## src/rtl/rr_mux4_1.sv

```systemverilog
// Four-channel round-robin burst multiplexer with a single registered output stage.
// Once a channel wins with last=0 it keeps the grant until its last beat is accepted.
module rr_mux4_1 #(
    parameter int WIDTH = 8
) (
    input  logic               clk,
    input  logic               rst,
    input  logic [4*WIDTH-1:0] in_data,
    input  logic [3:0]         in_valid,
    input  logic [3:0]         in_last,
    output logic [3:0]         in_ready,
    output logic [WIDTH-1:0]   out_data,
    output logic [1:0]         out_sel,
    output logic               out_last,
    output logic               out_valid,
    input  logic               out_ready
);

    typedef enum logic {
        ST_IDLE  = 1'b0,
        ST_BURST = 1'b1
    } state_t;

    state_t             r_state;
    state_t             w_state_nxt;
    logic [1:0]         r_ptr;
    logic [1:0]         w_ptr_nxt;
    logic [1:0]         r_cur;
    logic [1:0]         w_cur_nxt;

    logic [WIDTH-1:0]   r_out_data;
    logic [1:0]         r_out_sel;
    logic               r_out_last;
    logic               r_out_valid;

    logic               w_load_en;
    logic [1:0]         w_gnt;
    logic               w_gnt_vld;
    logic [1:0]         w_idx;
    logic               w_fire;
    logic [WIDTH-1:0]   w_ch_data [4];

    for (genvar g = 0; g < 4; g++) begin : g_split
        assign w_ch_data[g] = in_data[g*WIDTH +: WIDTH];
    end

    assign w_load_en = !r_out_valid || out_ready;

    // IDLE: first valid channel starting at ptr; BURST: only the locked channel.
    always_comb begin
        w_gnt     = '0;
        w_gnt_vld = 1'b0;
        w_idx     = '0;
        if (r_state == ST_BURST) begin
            w_gnt     = r_cur;
            w_gnt_vld = in_valid[r_cur];
        end else begin
            for (int unsigned k = 0; k < 4; k++) begin
                w_idx = r_ptr + 2'(k);
                if (!w_gnt_vld && in_valid[w_idx]) begin
                    w_gnt     = w_idx;
                    w_gnt_vld = 1'b1;
                end
            end
        end
    end

    // rst gates the handshake so nothing looks accepted while reset is held.
    assign w_fire   = w_gnt_vld && w_load_en && !rst;
    assign in_ready = w_fire ? (4'b0001 << w_gnt) : '0;

    always_comb begin
        w_state_nxt = r_state;
        w_ptr_nxt   = r_ptr;
        w_cur_nxt   = r_cur;
        if (w_fire) begin
            if (in_last[w_gnt]) begin
                w_state_nxt = ST_IDLE;
                w_ptr_nxt   = w_gnt + 2'd1;
            end else begin
                w_state_nxt = ST_BURST;
                w_cur_nxt   = w_gnt;
            end
        end
    end

    always_ff @(posedge clk or posedge rst) begin
        if (rst) begin
            r_state <= ST_IDLE;
            r_ptr   <= '0;
            r_cur   <= '0;
        end else begin
            r_state <= w_state_nxt;
            r_ptr   <= w_ptr_nxt;
            r_cur   <= w_cur_nxt;
        end
    end

    always_ff @(posedge clk or posedge rst) begin
        if (rst) begin
            r_out_valid <= 1'b0;
            r_out_data  <= '0;
            r_out_sel   <= '0;
            r_out_last  <= 1'b0;
        end else if (w_load_en) begin
            r_out_valid <= w_fire;
            if (w_fire) begin
                r_out_data <= w_ch_data[w_gnt];
                r_out_sel  <= w_gnt;
                r_out_last <= in_last[w_gnt];
            end
        end
    end

    assign out_data  = r_out_data;
    assign out_sel   = r_out_sel;
    assign out_last  = r_out_last;
    assign out_valid = r_out_valid;

endmodule

```

## config.mk

```make
export PLATFORM = sky130hd
export DESIGN_NAME = rr_mux4_1
export DESIGN_NICKNAME = d
export VERILOG_FILES = /design/src/rtl/rr_mux4_1.sv
export SDC_FILE = /design/constraint.sdc
export NUM_CORES = 1
export LEC_CHECK = 0
export ABC_AREA = 1
export BUFFER_PORTS_ARGS = -buffer_cell sky130_fd_sc_hd__buf_4
export CAP_MARGIN = 30
export CORE_ASPECT_RATIO = 1.25
export CORE_MARGIN = 2
export CORE_UTILIZATION = 30
export CTS_CLUSTER_DIAMETER = 150
export DETAILED_ROUTE_END_ITERATION = 10
export PLACE_DENSITY = 0.56
export SKIP_LAST_GASP = 1
export SLEW_MARGIN = 20
export SYNTH_ARGS = -nofsm -noshare
export SYNTH_HDL_FRONTEND = slang
export SYNTH_SLANG_ARGS = --single-unit
```

## constraint.sdc

```tcl
create_clock -name clk -period 3 [get_ports clk]
set_input_delay 0.3 -clock clk [delete_from_list [all_inputs] [get_ports clk]]
set_output_delay 0.3 -clock clk [all_outputs]
set_load 0.01 [all_outputs]
```

==> metrics.cfg, run 1 <==
[layout]
antenna_cells=0
fin_nets=345
design_area_sq_um=1980
final_cell_mix=115 x nand2_1, 62 x buf_4, 43 x nand3_1
final_common_cell=nand2_1
drive_above_1_share_pct=29.3
postLayoutCoreUtil_pct=42.2
area_delta_synth_final_pct=35.9

[routing]
drt-pass1-iter-count=4
wl_per_cell_microns=11.6
first_iter_violations=86
post-route-drc-count=0
viasPerCell=4.52
ant_nets=0
wirelength_microns=4140
vias=1615

[floorplan]
io_pins=59
die_x_microns=66.4
die_area_sq_um=5440
start_util_pct=31.1
core-area_sq_um=4690
die_h_microns=82.0
fp-row-count=28

[cts]
post_cts_buffers=0
clockBufferDepth=2
clock_sinks=17
ctsHtreeMaxLevel=1
holdBufCountCts=0
cts-root-buf=clkbuf_8
clk_latency_ps=260
cts_buffers=3
cts_resized=0
cts_tree=built
clkTransAtPathRegs_ps=70

[run_status]
status=finished, final reports clean

[yosys]
ys_seq_area_share_pct=29.2
yosys-top-cells-area=nand2_1 30%, dfrtp_1 29%, nand3_1 15%, inv_1 4.6%, ha_1 3.4%
avgSynthCellArea_sq_um=6.10
yosys_warnings=0
synth-seq-cells=17
syn-num-nets=286
synth_adder_area_share_pct=3.43
synthXorXnorAreaFrac_pct=0
synth_compound_area_share_pct=3.09
synth_cells=239
muxShareOfSynthArea_pct=0
ys_types=20
synth_top_family_by_area=simple AND/OR/NAND/NOR gates
yosys.area_share.simple_pct=53.6
synth_area_sq_um=1460
synth.largest_area_cell=nand2_1
synth_top_cell_area_share_pct=29.6

[setup_path]
end_kind=primary output
reg2reg_from=r_ptr[0]$_DFFE_PP0P_
crit_fanout=13
r2r_slack_ps=820
crit_type=flop to primary output
worst-r2r-cell-count=14
worstPathRequired_ps=2700
r2r_end=r_ptr[1]$_DFFE_PP0P_
crit_path_start_kind=flop
cp.arrival_ps=2370

[global_route]
overflow=0
grt_pass1_wl_microns=6820
grt_antenna_before_repair=0
grt_pass1_vias=1523
gr-usage-all-layers_pct=16.5
grt_max_degree=20

[sta]
fin_skew_ps=7.06
period_share_pct=88.9
tightest_slew_ps=311
slew_viol_final=0
fmax_ghz=0.375
setup_ws_ps=333
rsz0062_at_grt=no
fin_crit_ps=2670
final-hold-violation-count=0
slew_headroom_pct=79.2
setup_tns_ps=0
setup_viol=0

[power_and_ir_drop]
power_density_nw_per_um2=1090
comb_power_share_pct=71.3
switching_share_pct=53.4
p_seq_share_pct=20.3
power_mw=2.16
leakage_nw=1.15
ir_drop_mv=0.374
switchingPower_mw=1.15
p_int_mw=1.00
clkPwrFrac_pct=8.4

[placement]
dp_slack_ps=549
io_buffers=58
place.gp.congestion=0.817
place_area_sq_um=1940
hpwl_microns=3240

[flow_run]
max_cap_viol_count=0

[worst_hold_path]
hold_path_class=primary input to async pin

==> Yosys cell counts (all sizes together) <==
| cell | n |
|---|---|
| a21oi | 1 |
| buf | 8 |
| dfrtp | 17 |
| ha | 4 |
| inv | 24 |
| nand2 | 121 |
| nand3 | 47 |
| nor2 | 10 |
| o211ai | 2 |
| o21ai | 5 |
==> metrics by stage <==
step / instances / hold slack (ps)
floorplan: 239 / 234
global placement: 353 / 341
detailed placement: 353 / 344
CTS: 357 / 59.2
global route: 357 / 93.3
finish: 357 / 51.6
==> worst max-delay path by stage <==
stage,from,end,slack (ps),depth (start not counted)
floorplan,r_ptr[0]$_DFFE_PP0P_,in_ready[0],980,15
global placement,r_ptr[0]$_DFFE_PP0P_,in_ready[3],580,14
detailed placement,r_ptr[0]$_DFFE_PP0P_,in_ready[3],550,14
CTS,r_ptr[0]$_DFFE_PP0P_,in_ready[0],250,15
global route,r_ptr[0]$_DFFE_PP0P_,in_ready[0],90,15
finish,r_ptr[0]$_DFFE_PP0P_,in_ready[0],330,15
==> flip-flops by register name, summed over array words and instances, names as in the netlist <==
signal / cells
r_cur: 2
r_state: 1
out_last: 1
out_data: 8
r_ptr: 2
out_valid: 1
out_sel: 2
==> power groups by stage <==
stage | sequential, mW | clock (mW) | combinational (mW)
global route | 0.455 | 0.192 | 1.77
global placement | 0.438 | 0 | 1.56
finish | 0.437 | 0.181 | 1.54
CTS | 0.435 | 0.184 | 1.56
floorplan | 0.445 | 0 | 1.16
detailed placement | 0.434 | 0 | 1.56
==> kinds of logic after synthesis <==
kind of cell / after synthesis
AO/OA/AOI/OAI: 8
adder cells (fa/ha/maj): 4
buffers and inverters: 32
flip-flops: 17
AND/OR/NAND/NOR: 178
==> critical path, cell delays in order, from the launching register on <==
cell	delay, ps
dfrtp_2	490
inv_2	160
nand2_1	110
nand3_1	100
nand2_1	90
nor2_2	150
nand3_1	80
nand2_1	60
inv_1	40
nand2_1	60
nand2_2	110
inv_2	210
ha_1	180
inv_1	40
nor2_1	90
buf_4	130
==> final cells by class <==
cell class | instances | area (sq um)
inverter | 24 | 92.6
multi-input combinational | 190 | 877
fill | 530 | 2710
clock buffer | 3 | 41.3
clock inverter | 1 | 5.00
timing repair buffer | 62 | 465
sequential | 17 | 427
tap | 60 | 75.1
==> per-layer routing <==
layer	GRT usage, %	up-vias	part of all wire (%)
met5	0	-	0
met4	6.12	0	1.4
met3	3.01	5	6.5
met2	29.5	51	50
met1	19.4	698	42
li1	-	861	-
No activity file was read; power rests on OpenSTA's default activity.
==> run 2: changes to the inputs <==
- PLACE_DENSITY: 0.56 -> default
- PLACE_DENSITY_LB_ADDON: default -> 0.05
==> run 2 against run 1 <==
Worst hold slack better by 9.3 ps. Clock power shrank 5%. Routed wire length about the same. Global-route usage up 0.24 points. Largest power group unchanged. Critical path depth unchanged. Sequential share of layout area about the same. Cell area up 0.19%. Core utilization grew 0.080 points.
==> metrics.cfg, run 2 (same netlist as run 1, synthesis figures left out) <==
[run_status]
status=finished, final reports clean

[setup_path]
crit_top_cell=nand2_1
crit_buf_inv=5  ; unchanged
cp_cell_sequence=inv_2 -> nand2_1 -> nand3_1 -> nand2_1 -> nor2_2 -> nand3_1 -> nand2_1 -> inv_1 -> nand2_1 -> nand2_2 -> inv_6 -> ha_1 -> inv_1 -> nor2_1 -> buf_4
crit_type=flop to primary output
cp.arrival_ps=2390  ; +20 ps
slowest_delay_ps=490  ; about the same
cp_top_family=simple AND/OR/NAND/NOR gates
r2r_slack_ps=730  ; -90 ps
crit_path_start_kind=flop
crit_path_top_delay_cell=dfrtp_2
crit_fanout=14  ; +1
end_kind=primary output
worstPathRequired_ps=2700  ; about the same

[layout]
design_area_sq_um=1990  ; +0.19%
antenna_cells=0  ; unchanged
drive_above_1_share_pct=29.0  ; -0.34 points
final_common_cell=nand2_1
largest_register_ffs=8  ; unchanged
area_delta_synth_final_pct=36.2
fin_nets=345  ; unchanged
fillers=535  ; +0.94%
postLayoutCoreUtil_pct=42.3  ; +0.080 points
final_cell_mix=115 x nand2_1, 62 x buf_4, 43 x nand3_1
instances_no_fill=357  ; unchanged

[cts]
holdBufCountCts=0  ; unchanged
cts-root-buf=clkbuf_8
clk_latency_ps=250  ; about the same
cts_buffers=3  ; unchanged
ctsHtreeMaxLevel=1  ; unchanged
clock_sinks=17  ; unchanged
post_cts_buffers=0  ; unchanged
clockBufferDepth=2  ; unchanged
cts_resized=0  ; unchanged
cts_tree=built
clkTransAtPathRegs_ps=70  ; about the same

[global_route]
grt_pass1_vias=1568  ; +3.0%
grt_antenna_before_repair=0  ; unchanged
grt_max_degree=19  ; -5.0%
gr-usage-all-layers_pct=16.7  ; +0.24 points
grt_pass1_wl_microns=6970  ; +2.1%
overflow=0  ; unchanged

[flow_run]
max_cap_viol_count=0  ; unchanged

[routing]
first_iter_violations=48  ; -44%
viasPerCell=4.45  ; -1.7%
post-route-drc-count=0  ; unchanged
wirelength_microns=4140  ; about the same
wl_per_cell_microns=11.6  ; about the same
drt-pass1-iter-count=4  ; unchanged
vias=1588  ; -1.7%
ant_nets=0  ; unchanged

[floorplan]
die_area_sq_um=5440  ; unchanged
die_x_microns=66.4  ; unchanged
start_util_pct=31.1  ; unchanged
core-area_sq_um=4690  ; unchanged
fp-row-count=28  ; unchanged
io_pins=59  ; unchanged
die_h_microns=82.0  ; unchanged

[sta]
slew_headroom_pct=77.5  ; -1.7 points
holdWs_ps=60.9  ; +9.34 ps
final-hold-violation-count=0  ; unchanged
fin_skew_ps=1.82  ; -5.24 ps
setup_ws_ps=311  ; -21.6 ps
fmax_ghz=0.372  ; -0.80%
rsz0062_at_grt=no
slew_viol_final=0  ; unchanged
setup_viol=0  ; unchanged
period_share_pct=89.6  ; +0.72 points
fin_crit_ps=2690  ; +21.6 ps
tightest_slew_ps=336  ; +25.0 ps
setup_tns_ps=0  ; unchanged

[placement]
dp_slack_ps=452  ; -96.7 ps
dp.cells=353  ; unchanged
place_area_sq_um=1940  ; unchanged
hpwl_microns=3350  ; +3.4%
io_buffers=58  ; unchanged
place.gp.congestion=0.847  ; +3.6%

[power_and_ir_drop]
power_density_nw_per_um2=1090  ; +0.63%
power_mw=2.17  ; +0.82%
leakage_nw=1.15  ; -0.14%
ir_drop_mv=0.521  ; +39%

[worst_hold_path]
hold_path_class=primary input to async pin

run 2: area by class of cell:
cell class	instances	area (sq um)	share of cell area, %
tap	60	75.1	3.78
sequential	17	427	21.5
inverter	24	97.6	4.91
multi-input combinational	190	877	44.1
timing repair buffer	62	465	23.4
clock buffer	4	45.0	2.27
run 2: worst paths after layout:
path / startpoint / endpoint / cells past startpoint
worst max-delay path: r_ptr[0]$_DFFE_PP0P_ / in_ready[1] / 15
worst min-delay path: rst / out_data[3]$_DFFE_PP0P_ / 3
worst max register to register: r_ptr[0]$_DFFE_PP0P_ / out_data[7]$_DFFE_PP0P_ / 15
worst min register to register: out_data[3]$_DFFE_PP0P_ / out_data[3]$_DFFE_PP0P_ / 2
max in group asynchronous: rst / r_ptr[0]$_DFFE_PP0P_ / 3
min in group clk: out_ready / out_valid$_DFFE_PP0P_ / 2
run 2: layer usage:
layer | up-vias | GRT usage, % | routed length (microns) | share of wire, %
met3 | 2 | 3.97 | 246 | 5.9
met4 | 0 | 1.84 | 10 | 0.24
met1 | 672 | 18.7 | 1700 | 41
li1 | 868 | - | - | -
met2 | 46 | 32.6 | 2180 | 53
met5 | - | 0 | 0 | 0
run 2: worst reg2reg max path, cell delays in order (launching register included):
cell     delay (ps)
dfrtp_2         490
inv_2           160
nand2_1         100
nand3_1         100
nand2_1          90
inv_2            80
nand3_2          60
nor2_2          180
nor2_4           80
nand2_4         200
inv_4            90
buf_4           190
nand2_1          60
nand3_1          60
nand3_1         150
nand2_1          70
run 2: report_power, final:
part	switching (mW)	total (mW)	internal (mW)
Combinational	0.996	1.57	0.575
Sequential	0.0886	0.431	0.342
Clock	0.0777	0.172	0.0941
Total	1.16	2.17	1.01
